File: src/rtl/bbox_sample_iterator_if.sv
// Bundle between the bounding-box stage (R13) and the sample iterator (R14).
// The master side is the upstream/downstream environment; the slave side is the iterator.
interface bbox_sample_iterator_if #(
    parameter int SIGFIG = 24,
    parameter int VERTS  = 3,
    parameter int AXIS   = 3,
    parameter int COLORS = 3
);
    logic [VERTS-1:0][AXIS-1:0][SIGFIG-1:0] tri_R13S;
    logic [COLORS-1:0][SIGFIG-1:0]          color_R13U;
    logic [1:0][1:0][SIGFIG-1:0]            box_R13S;
    logic                                   validTri_R13H;
    logic [3:0]                             subSample_RnnnnU;
    logic                                   halt_RnnnnL;
    logic [VERTS-1:0][AXIS-1:0][SIGFIG-1:0] tri_R14S;
    logic [COLORS-1:0][SIGFIG-1:0]          color_R14U;
    logic [1:0][SIGFIG-1:0]                 sample_R14S;
    logic                                   validSamp_R14H;

    modport master (
        output tri_R13S, color_R13U, box_R13S, validTri_R13H, subSample_RnnnnU,
        input  halt_RnnnnL, tri_R14S, color_R14U, sample_R14S, validSamp_R14H
    );

    modport slave (
        input  tri_R13S, color_R13U, box_R13S, validTri_R13H, subSample_RnnnnU,
        output halt_RnnnnL, tri_R14S, color_R14U, sample_R14S, validSamp_R14H
    );
endinterface

File: src/rtl/bbox_sample_iterator.sv
// Walks a triangle's pixel-snapped bounding box in subsample steps, one sample per cycle.
// Upstream is held (halt low) for the whole walk; box[i][0]=x, box[i][1]=y.
//
// state | meaning
// WAIT  | idle, halt high; accepts the next valid triangle
// TEST  | presenting one live sample per cycle, halt low
module bbox_sample_iterator #(
    parameter int SIGFIG = 24,
    parameter int RADIX  = 10,
    parameter int VERTS  = 3,
    parameter int AXIS   = 3,
    parameter int COLORS = 3
) (
    input logic                 clk,
    input logic                 rst,
    bbox_sample_iterator_if.slave bus
);
    typedef enum logic {WAIT, TEST} state_t;

    localparam logic [SIGFIG-1:0] STEP_1X  = SIGFIG'(1) << RADIX;
    localparam logic [SIGFIG-1:0] STEP_4X  = SIGFIG'(1) << (RADIX-1);
    localparam logic [SIGFIG-1:0] STEP_16X = SIGFIG'(1) << (RADIX-2);
    localparam logic [SIGFIG-1:0] STEP_64X = SIGFIG'(1) << (RADIX-3);

    state_t state_q, state_d;
    logic [VERTS-1:0][AXIS-1:0][SIGFIG-1:0] tri_q, tri_d;
    logic [COLORS-1:0][SIGFIG-1:0]          color_q, color_d;
    logic signed [SIGFIG-1:0] ll_x_q, ll_x_d, ur_x_q, ur_x_d, ur_y_q, ur_y_d;
    logic signed [SIGFIG-1:0] x_q, x_d, y_q, y_d;
    logic        [SIGFIG-1:0] step_q, step_d;
    logic                     valid_q, valid_d, halt_q, halt_d;

    logic signed [SIGFIG-1:0] in_ll_x, in_ll_y, in_ur_x, in_ur_y;
    logic        [SIGFIG-1:0] in_step;
    // Widened by one bit so a box edge near +max terminates instead of wrapping.
    logic signed [SIGFIG:0]   x_inc, y_inc, ur_x_ext, ur_y_ext;

    assign in_ll_x = $signed(bus.box_R13S[0][0]);
    assign in_ll_y = $signed(bus.box_R13S[0][1]);
    assign in_ur_x = $signed(bus.box_R13S[1][0]);
    assign in_ur_y = $signed(bus.box_R13S[1][1]);

    assign x_inc    = $signed({x_q[SIGFIG-1], x_q}) + $signed({1'b0, step_q});
    assign y_inc    = $signed({y_q[SIGFIG-1], y_q}) + $signed({1'b0, step_q});
    assign ur_x_ext = $signed({ur_x_q[SIGFIG-1], ur_x_q});
    assign ur_y_ext = $signed({ur_y_q[SIGFIG-1], ur_y_q});

    // Step decode from the MSAA select; anything not one-hot walks at pixel pitch.
    always_comb begin
        in_step = STEP_1X;
        case (bus.subSample_RnnnnU)
            4'b1000: in_step = STEP_1X;
            4'b0100: in_step = STEP_4X;
            4'b0010: in_step = STEP_16X;
            4'b0001: in_step = STEP_64X;
            default: in_step = STEP_1X;
        endcase
    end

    // Next-state, sample advance and registered output values.
    always_comb begin
        state_d = state_q;
        tri_d   = tri_q;
        color_d = color_q;
        ll_x_d  = ll_x_q;
        ur_x_d  = ur_x_q;
        ur_y_d  = ur_y_q;
        step_d  = step_q;
        x_d     = x_q;
        y_d     = y_q;
        case (state_q)
            WAIT: begin
                // An inverted box is consumed here without leaving WAIT.
                if (bus.validTri_R13H && (in_ll_x <= in_ur_x) && (in_ll_y <= in_ur_y)) begin
                    state_d = TEST;
                    tri_d   = bus.tri_R13S;
                    color_d = bus.color_R13U;
                    ll_x_d  = in_ll_x;
                    ur_x_d  = in_ur_x;
                    ur_y_d  = in_ur_y;
                    step_d  = in_step;
                    x_d     = in_ll_x;
                    y_d     = in_ll_y;
                end
            end
            TEST: begin
                if (x_inc <= ur_x_ext) begin
                    x_d = x_inc[SIGFIG-1:0];
                end else if (y_inc <= ur_y_ext) begin
                    x_d = ll_x_q;
                    y_d = y_inc[SIGFIG-1:0];
                end else begin
                    state_d = WAIT;
                end
            end
            default: state_d = WAIT;
        endcase
        valid_d = (state_d == TEST);
        halt_d  = (state_d == WAIT);
    end

    // State and datapath registers; reset abandons any walk in progress.
    always_ff @(posedge clk or negedge rst) begin
        if (!rst) begin
            state_q <= WAIT;
            tri_q   <= '0;
            color_q <= '0;
            ll_x_q  <= '0;
            ur_x_q  <= '0;
            ur_y_q  <= '0;
            step_q  <= '0;
            x_q     <= '0;
            y_q     <= '0;
            valid_q <= 1'b0;
            halt_q  <= 1'b1;
        end else begin
            state_q <= state_d;
            tri_q   <= tri_d;
            color_q <= color_d;
            ll_x_q  <= ll_x_d;
            ur_x_q  <= ur_x_d;
            ur_y_q  <= ur_y_d;
            step_q  <= step_d;
            x_q     <= x_d;
            y_q     <= y_d;
            valid_q <= valid_d;
            halt_q  <= halt_d;
        end
    end

    assign bus.tri_R14S       = tri_q;
    assign bus.color_R14U     = color_q;
    assign bus.sample_R14S[0] = x_q;
    assign bus.sample_R14S[1] = y_q;
    assign bus.validSamp_R14H = valid_q;
    assign bus.halt_RnnnnL    = halt_q;
endmodule

File: src/flat_wrapper.sv
// flat-port wrapper written by rule: the top's interface ports become plain ports
module bbox_sample_iterator_flat 
#(
    parameter int SIGFIG = 24,
    parameter int RADIX  = 10,
    parameter int VERTS  = 3,
    parameter int AXIS   = 3,
    parameter int COLORS = 3
)
  (clk, rst, bus_tri_R13S, bus_color_R13U, bus_box_R13S, bus_validTri_R13H, bus_subSample_RnnnnU, bus_halt_RnnnnL, bus_tri_R14S, bus_color_R14U, bus_sample_R14S, bus_validSamp_R14H);
  bbox_sample_iterator_if #(.SIGFIG(SIGFIG), .VERTS(VERTS), .AXIS(AXIS), .COLORS(COLORS)) bus_i ();
  input logic clk;
  input logic rst;
  input wire logic [$bits(bus_i.tri_R13S)-1:0] bus_tri_R13S;
  input wire logic [$bits(bus_i.color_R13U)-1:0] bus_color_R13U;
  input wire logic [$bits(bus_i.box_R13S)-1:0] bus_box_R13S;
  input wire logic [$bits(bus_i.validTri_R13H)-1:0] bus_validTri_R13H;
  input wire logic [$bits(bus_i.subSample_RnnnnU)-1:0] bus_subSample_RnnnnU;
  output wire logic [$bits(bus_i.halt_RnnnnL)-1:0] bus_halt_RnnnnL;
  output wire logic [$bits(bus_i.tri_R14S)-1:0] bus_tri_R14S;
  output wire logic [$bits(bus_i.color_R14U)-1:0] bus_color_R14U;
  output wire logic [$bits(bus_i.sample_R14S)-1:0] bus_sample_R14S;
  output wire logic [$bits(bus_i.validSamp_R14H)-1:0] bus_validSamp_R14H;
  assign bus_i.tri_R13S = bus_tri_R13S;
  assign bus_i.color_R13U = bus_color_R13U;
  assign bus_i.box_R13S = bus_box_R13S;
  assign bus_i.validTri_R13H = bus_validTri_R13H;
  assign bus_i.subSample_RnnnnU = bus_subSample_RnnnnU;
  assign bus_halt_RnnnnL = bus_i.halt_RnnnnL;
  assign bus_tri_R14S = bus_i.tri_R14S;
  assign bus_color_R14U = bus_i.color_R14U;
  assign bus_sample_R14S = bus_i.sample_R14S;
  assign bus_validSamp_R14H = bus_i.validSamp_R14H;
  bbox_sample_iterator #(.SIGFIG(SIGFIG), .RADIX(RADIX), .VERTS(VERTS), .AXIS(AXIS), .COLORS(COLORS)) u_core (.clk(clk), .rst(rst), .bus(bus_i));
endmodule
File: config.mk
export PLATFORM = sky130hd
export DESIGN_NAME = bbox_sample_iterator_flat
export DESIGN_NICKNAME = d
export VERILOG_FILES = /design/src/rtl/bbox_sample_iterator_if.sv /design/src/rtl/bbox_sample_iterator.sv /design/src/flat_wrapper.sv
export SDC_FILE = /design/constraint.sdc
export NUM_CORES = 1
export LEC_CHECK = 0
export ABC_AREA = 1
export CAP_MARGIN = 20
export CORE_ASPECT_RATIO = 0.6
export CORE_UTILIZATION = 30
export CTS_CLUSTER_SIZE = 28
export DETAILED_ROUTE_END_ITERATION = 12
export PLACE_DENSITY = 0.69
export REMOVE_ABC_BUFFERS = 1
export SETUP_SLACK_MARGIN = 0.02
export SLEW_MARGIN = 20
export SYNTH_ARGS = -nofsm -noshare
export SYNTH_HDL_FRONTEND = slang
export SYNTH_SLANG_ARGS = --single-unit
File: constraint.sdc
create_clock -name clk -period 3.2 [get_ports clk]
set_input_delay 0.8 -clock clk [delete_from_list [all_inputs] [get_ports clk]]
set_output_delay 0.8 -clock clk [all_outputs]
set_load 0.03 [all_outputs]
==> metrics.txt, run 1 <==
status=finished with violations; failing checks=negative setup slack; Top delay family on crit path=simple AND/OR/NAND/NOR gates; adder-cell share of the synthesized area=6.59%; clk slew on worst S/H paths=about 0.07 ns; simple-gate portion of the synthesized area=18.6%; via/cell ratio=~4.4; first-pass GRT wire length=114 mm; Pleak=roughly 16 nW; first-pass iteration count of the detailed router=5; YS warnings=0; number of clock sinks=about 410; post-synthesis sequential area ratio=49.9%; CTS tree=done; Fin. Hold Viols=0; GRT overflow=0; synthesized area per cell=8.05 um^2; CP Data Required Time=3.66 ns; count of final setup violators=43; sw frac=between 20% and 30%; Die Y=between 200 and 250 um; Syn Std Cell Area=approximately 21000 um^2; slew margin rel.=61.3%; Post-DRT Antenna Nets=0; initial antenna violation count=13; overall routed net length=roughly 78 mm; pwr dens=about 360 nW/um^2; Max Slew Vio Count=0; reg2reg setup slack=-0.38 ns; proportion of layout cells with a drive suffix above 1=between 10% and 20%; die area=70300 um^2; routed len/inst=about 18 um; Crit. Startpoint=u_core.step_q[7]; internal power=roughly 8.9 mW; CTS Root Cell=clkbuf_16; Worst R2R Path Depth=25; Sw Pwr=roughly 2.6 mW; CP Launch Type=flop; fin worst setup slack=-0.382 ns; vias=19600; Clock Path Buffers=3; 1st-iter DRT viols=around 1500; largest net degree at the start of global routing=80; H-tree depth=2; GP Congestion=~0.91; unrepaired setup endpoints after global routing=yes; Worst path max stage delay=around 0.4 ns; IO buf count=728; crit end category=flop; Worst Tran Pin Value=about 0.58 ns; Flop pwr share=45.3%; largest family of logic cells by synthesized area=simple AND/OR/NAND/NOR gates; Fmax=approximately 280 MHz; Initial Utilization=a little under a third; # DRC=0; Worst path depth=25; post-synthesis mux area share=0%; R2R Path End=u_core.y_q[18]; vias in the first global route=19100; Core Area=68200 um^2; die width=342 um; Overall Global Routing Usage=between 20 and 25%; clk_lat worst skew=between 0.5 and 0.6 ns; Hold Crit Class=input port to async pin; total clock buffers created by CTS=42; Fin Setup TNS=-15.20 ns; Layout area overhead=56.6%; post-synthesis cell type count=36; WS Path Type=flop to flop; #FFs+latches synth=414; Clk pwr share=approximately 46%; Synth Instances=2576; CP most frequent cell=nand2_1; CP max-delay cell=dfrtp_1; Max Cap Violations=0; clock skew=~0.014 ns; io pins=729; Comb power frac=8.4%; Final Core Density=a little under half; Min Clock Period, post-route=3.58 ns; DP Wirelength=between 60 and 70 mm; post-synthesis compound-gate area fraction=a little over a tenth; Tcrit/Tclk final=112%; nets=roughly 4000; Cell Rows=74; Max IR drop VDD=401 uV; worst-path fanout max=7; worst path bufs/invs=6; R2R Path Start=u_core.step_q[7]; post-synthesis xor/xnor area fraction=0.507%; arrival time worst endpoint=around 4 ns
==> cells in the mapped netlist (all sizes together) <==
master / number / share of area, %
clkinv: 1 / 0.018
a21oi: 35 / 0.86
nand3b: 1 / 0.036
o21ai: 389 / 9.4
nand4: 28 / 0.87
nor3: 7 / 0.17
dfstp: 1 / 0.13
nor2: 52 / 0.94
a31oi: 1 / 0.030
a21boi: 1 / 0.036
xor2: 9 / 0.38
ha: 106 / 6.4
nand2: 748 / 14
dfrtp: 413 / 50
fa: 2 / 0.19
buf: 62 / 2.9
inv: 541 / 9.8
nand3: 104 / 2.6
xnor2: 3 / 0.13
or2: 7 / 0.21
and2: 3 / 0.090
a21o: 9 / 0.33
clkbuf: 43 / 0.78
o22ai: 7 / 0.21
nor4: 3 / 0.090
==> worst max-delay path by stage <==
stage                           endpoint
final                     u_core.y_q[18]
after detailed placement  u_core.x_q[23]
after global routing      u_core.x_q[21]
after floorplan           u_core.x_q[10]
after global placement    u_core.x_q[18]
after CTS                 u_core.x_q[20]
==> timing repair <==
| action | 4_1_cts | 5_1_grt |
|---|---|---|
| gates cloned | 4 | 3 |
| hold buffers | 0 | 0 |
| gates resized for setup | 61 | 59 |
| buffers inserted | 10 | 8 |
| endpoints found under the setup margin | 43 | 380 |
| pin swaps | 15 | 38 |
==> sequential cells by signal (all words and copies together) (netlist names) <==
name / count
u_core.state_q: 1
u_core.bus.halt_RnnnnL: 1
u_core.ur_x_q: 24
u_core.ur_y_q: 24
u_core.x_q: 24
u_core.step_q: 4
u_core.y_q: 24
u_core.ll_x_q: 24
u_core.bus.color_R14U: 72
u_core.bus.tri_R14S: 216
==> layer usage <==
| layer | GRT usage (%) | wire [um] | up-vias | part of all wire [%] |
|---|---|---|---|---|
| met3 | 5.81 | 6370 | 131 | 8.2 |
| met1 | 28.7 | 34200 | 9102 | 44 |
| met5 | 0 | 101 | - | 0.13 |
| li1 | - | - | 9722 | - |
| met4 | 5.38 | 1840 | 16 | 2.4 |
| met2 | 34.3 | 35500 | 635 | 46 |
==> power groups by stage <==
stage	Sequential [mW]	Combinational [mW]	Clock, mW
floorplan	5.33	0.194	0
global placement	5.33	0.962	0
detailed placement	5.33	0.976	0
CTS	5.23	0.981	5.50
global route	5.23	1.08	5.68
finish	5.23	0.975	5.34
==> placed cells by master (no fill, tap or decap), drive strengths merged <==
cell type	instances
fa	2
dfrtp	413
diode	7
and2	3
inv	543
clkinvlp	2
a21o	9
buf	224
bufinv	6
nor2	52
nor4	3
nand4	28
or2	7
a21boi	1
clkinv	7
xnor2	3
dfstp	1
o21ai	389
a31oi	1
a21oi	35
xor2	9
nand3	104
nand2	750
clkdlybuf4s50	727
nor3	7
o22ai	7
nand3b	1
clkbuf	63
ha	106
==> area by class of cell <==
type	count	area [um^2]
diodes	7	17.5
clock buffers	60	1210
clock inverters	16	246
fillers	6480	35700
inverters	542	2030
multi-input cells	1517	8050
flip-flops and latches	414	10400
well taps	912	1140
repair buffers	954	9430
==> per-stage QoR <==
stage / worst slack [ns] / hold WS, ns / cells / power, mW / cell area (um^2)
floorplan: -9.91 / 0.453 / 2471 / 5.53 / 20000
global placement: -0.490 / 0.465 / 4314 / 6.29 / 30200
detailed placement: -0.637 / 0.471 / 4314 / 6.31 / 30200
CTS: -0.349 / 0.162 / 4404 / 11.7 / 32100
global route: -0.606 / 0.189 / 4415 / 12.0 / 32500
finish: -0.382 / 0.178 / 4422 / 11.5 / 32500
==> kinds of logic after synthesis <==
logic type | after synthesis
and+or+nand+nor | 953
DFF | 414
AOI/OAI and AO/OA | 442
adders and majority gates | 108
xor gates and xnor gates | 12
buffers and inverters | 647
Power figures use the tool's default switching activity.
==> run 2, diff against run 1 <==
--- a/config.mk
+++ b/config.mk
@@ -7,11 +7,12 @@
 export LEC_CHECK = 0
 export ABC_AREA = 1
 export CAP_MARGIN = 20
-export CORE_ASPECT_RATIO = 0.6
-export CORE_UTILIZATION = 30
+export CORE_AREA = 2 2 280 282
+export CTS_CLUSTER_DIAMETER = 30
 export CTS_CLUSTER_SIZE = 28
 export DETAILED_ROUTE_END_ITERATION = 12
-export PLACE_DENSITY = 0.69
+export DIE_AREA = 0 0 282 284
+export PLACE_DENSITY = 0.64
 export REMOVE_ABC_BUFFERS = 1
 export SETUP_SLACK_MARGIN = 0.02
 export SLEW_MARGIN = 20
==> metrics.txt, run 2 (synthesis gave the netlist of run 1 again) <==
io pins=between 700 and 800; Worst path max stage delay=0.44 ns; R2R Path Start=u_core.step_q[8]; CTS tree=done; clk slew on worst S/H paths=approximately 0.040 ns; non-filler cells, final=between 4000 and 5000; CP Launch Type=flop; hold slack=between 0.1 and 0.15 ns; DP Wirelength=65.5 mm; count of final setup violators=43; overall routed net length=~85 mm; Sw Pwr=roughly 4.1 mW; die width=between 200 and 300 um; failing checks=negative setup slack; first-pass iteration count of the detailed router=5; R2R Path End=u_core.y_q[22]; Worst path depth=24; most frequent cells in the layout=clkdlybuf4s50_1 (727), nand2_1 (691), inv_1 (536); pwr dens=508 nW/um^2; Comb power frac=5.4%; Pleak=17.6 nW; Flop pwr share=around 29%; die area=roughly 80000 um^2; proportion of layout cells with a drive suffix above 1=~17%; commonest non-fill, non-tap cell in the layout=clkdlybuf4s50_1; number of clock sinks=roughly 410; Clk pwr share=between 60% and 70%; crit end category=flop; CTS Root Cell=clkbuf_16; Die Y=284 um; largest net degree at the start of global routing=83; Min Clock Period, post-route=roughly 3.7 ns; total clock buffers created by CTS=roughly 120; reg2reg setup slack=-0.48 ns; Placed Instances=approximately 4500; 1st-iter DRT viols=approximately 1300; Post-DRT Antenna Nets=0; Max Cap Violations=0; fin worst setup slack=-0.482 ns; slew margin rel.=57.9%; first-pass GRT wire length=approximately 130 mm; unrepaired setup endpoints after global routing=yes; Fin. Hold Viols=0; fin area=35800 um^2; routed len/inst=around 18 um; CP max-delay cell=dfrtp_2; Tcrit/Tclk final=115%; CP Data Required Time=around 3.7 ns; vias=a little over 20000; CTS Hold Bufs=0; Hold Crit Class=input port to async pin; GRT overflow=0; Initial Utilization=a little over a quarter; vias in the first global route=20600; Top delay family on crit path=simple AND/OR/NAND/NOR gates; status=finished with violations; # DRC=0; total power draw=between 15 and 20 mW; clock skew=around 0.038 ns; Final Core Density=46.5%; Max Slew Vio Count=0; worst-path fanout max=6; worst path bufs/invs=3; Clock Path Buffers=3; Fmax=272 MHz; CP most frequent cell=nand2_2; Worst Tran Pin Value=~0.63 ns; Post-DP Area=just over 30000 um^2; WS Path Type=flop to flop; Core Area=77000 um^2; clk_lat worst skew=roughly 0.66 ns; nets=~4100; initial antenna violation count=27; H-tree depth=3; Max IR drop VDD=~520 uV; max FFs per register=216; GP Congestion=between 0.9 and 1; IO buf count=728; Cell Rows=approximately 100; Layout area overhead=72.6%; via/cell ratio=approximately 4.3; sw frac=22.3%; worst-path cell chain=ha_4 -> nand3_2 -> nand2_2 -> nand2_2 -> a21oi_2 -> nand2_2 -> nor2_4 -> nand2_2 -> nor4_2 -> a21oi_1 -> ha_1 -> nand2_2 -> nor2_1 -> or2_4 -> nor2_4 -> nand4_1 -> nand3_1 -> nand2_1 -> inv_2 -> nand2_4 -> buf_12 -> clkbuf_16 -> nand2_2 -> nand2_1; Worst R2R Path Depth=24; internal power=between 10 and 15 mW; arrival time worst endpoint=between 4 and 5 ns; Overall Global Routing Usage=a little over a fifth
==> run 2: cell types whose count changed in the layout (fill, tap and decap cells not counted), sizes merged <==
| cell | previous run | this run |
|---|---|---|
| bufinv | 6 | 15 |
| clkinv | 7 | 38 |
| buf | 224 | 261 |
| clkbuf | 63 | 153 |
| inv | 543 | 545 |
| clkinvlp | 2 | 11 |
==> run 2: area by class of cell <==
type / instances / area [um^2]
Fill cell: 7280 / 41100
Sequential cell: 414 / 10400
Timing Repair Buffer: 990 / 9740
Multi-Input combinational cell: 1517 / 8230
Clock buffer: 151 / 3240
Inverter: 542 / 2030
Tap cell: 1040 / 1300
Clock inverter: 67 / 885
Antenna cell: 7 / 17.5
==> run 2: what timing repair did <==
| item | CTS | global route |
|---|---|---|
| cloned | 5 | 2 |
| gates resized for setup | 83 | 83 |
| pin swaps | 27 | 34 |
| setup endpoints to repair | 43 | 46 |
| setup buffers | 23 | 10 |
==> run 2: power by group through the flow <==
stage	Clock, mW	Sequential (mW)	Combinational, mW
floorplan	0	5.33	0.194
global placement	0	5.33	0.988
detailed placement	0	5.33	0.995
CTS	12.1	5.25	1.00
global route	12.5	5.25	1.10
finish	12.0	5.25	0.987
==> run 2: per-stage QoR <==
step,worst slack (ns),TNS (ns)
after floorplan,-9.91,-3655.46
after global placement,-0.507,-139.07
after detailed placement,-0.565,-156.14
after CTS,-0.312,-11.93
after global routing,-0.645,-25.64
final,-0.482,-18.45
==> run 2: worst max path at each step <==
stage,endpoint,from,slack (ns)
after floorplan,u_core.x_q[10],bus_box_R13S[71],-9.91
after global placement,u_core.x_q[23],u_core.step_q[9],-0.51
after detailed placement,u_core.x_q[22],u_core.step_q[9],-0.56
after CTS,u_core.x_q[21],u_core.step_q[7],-0.31
after global routing,u_core.y_q[16],u_core.step_q[9],-0.64
final,u_core.y_q[22],u_core.step_q[8],-0.48
==> run 2: metal layers <==
metal	wire [um]	share of wire (%)	vias up	GRT usage, %
met5	176	0.21	-	0
met4	3050	3.6	26	7.97
met3	8150	9.5	181	7.45
met2	41100	48	765	35.5
met1	33000	39	9487	24.4
li1	-	-	10000	-
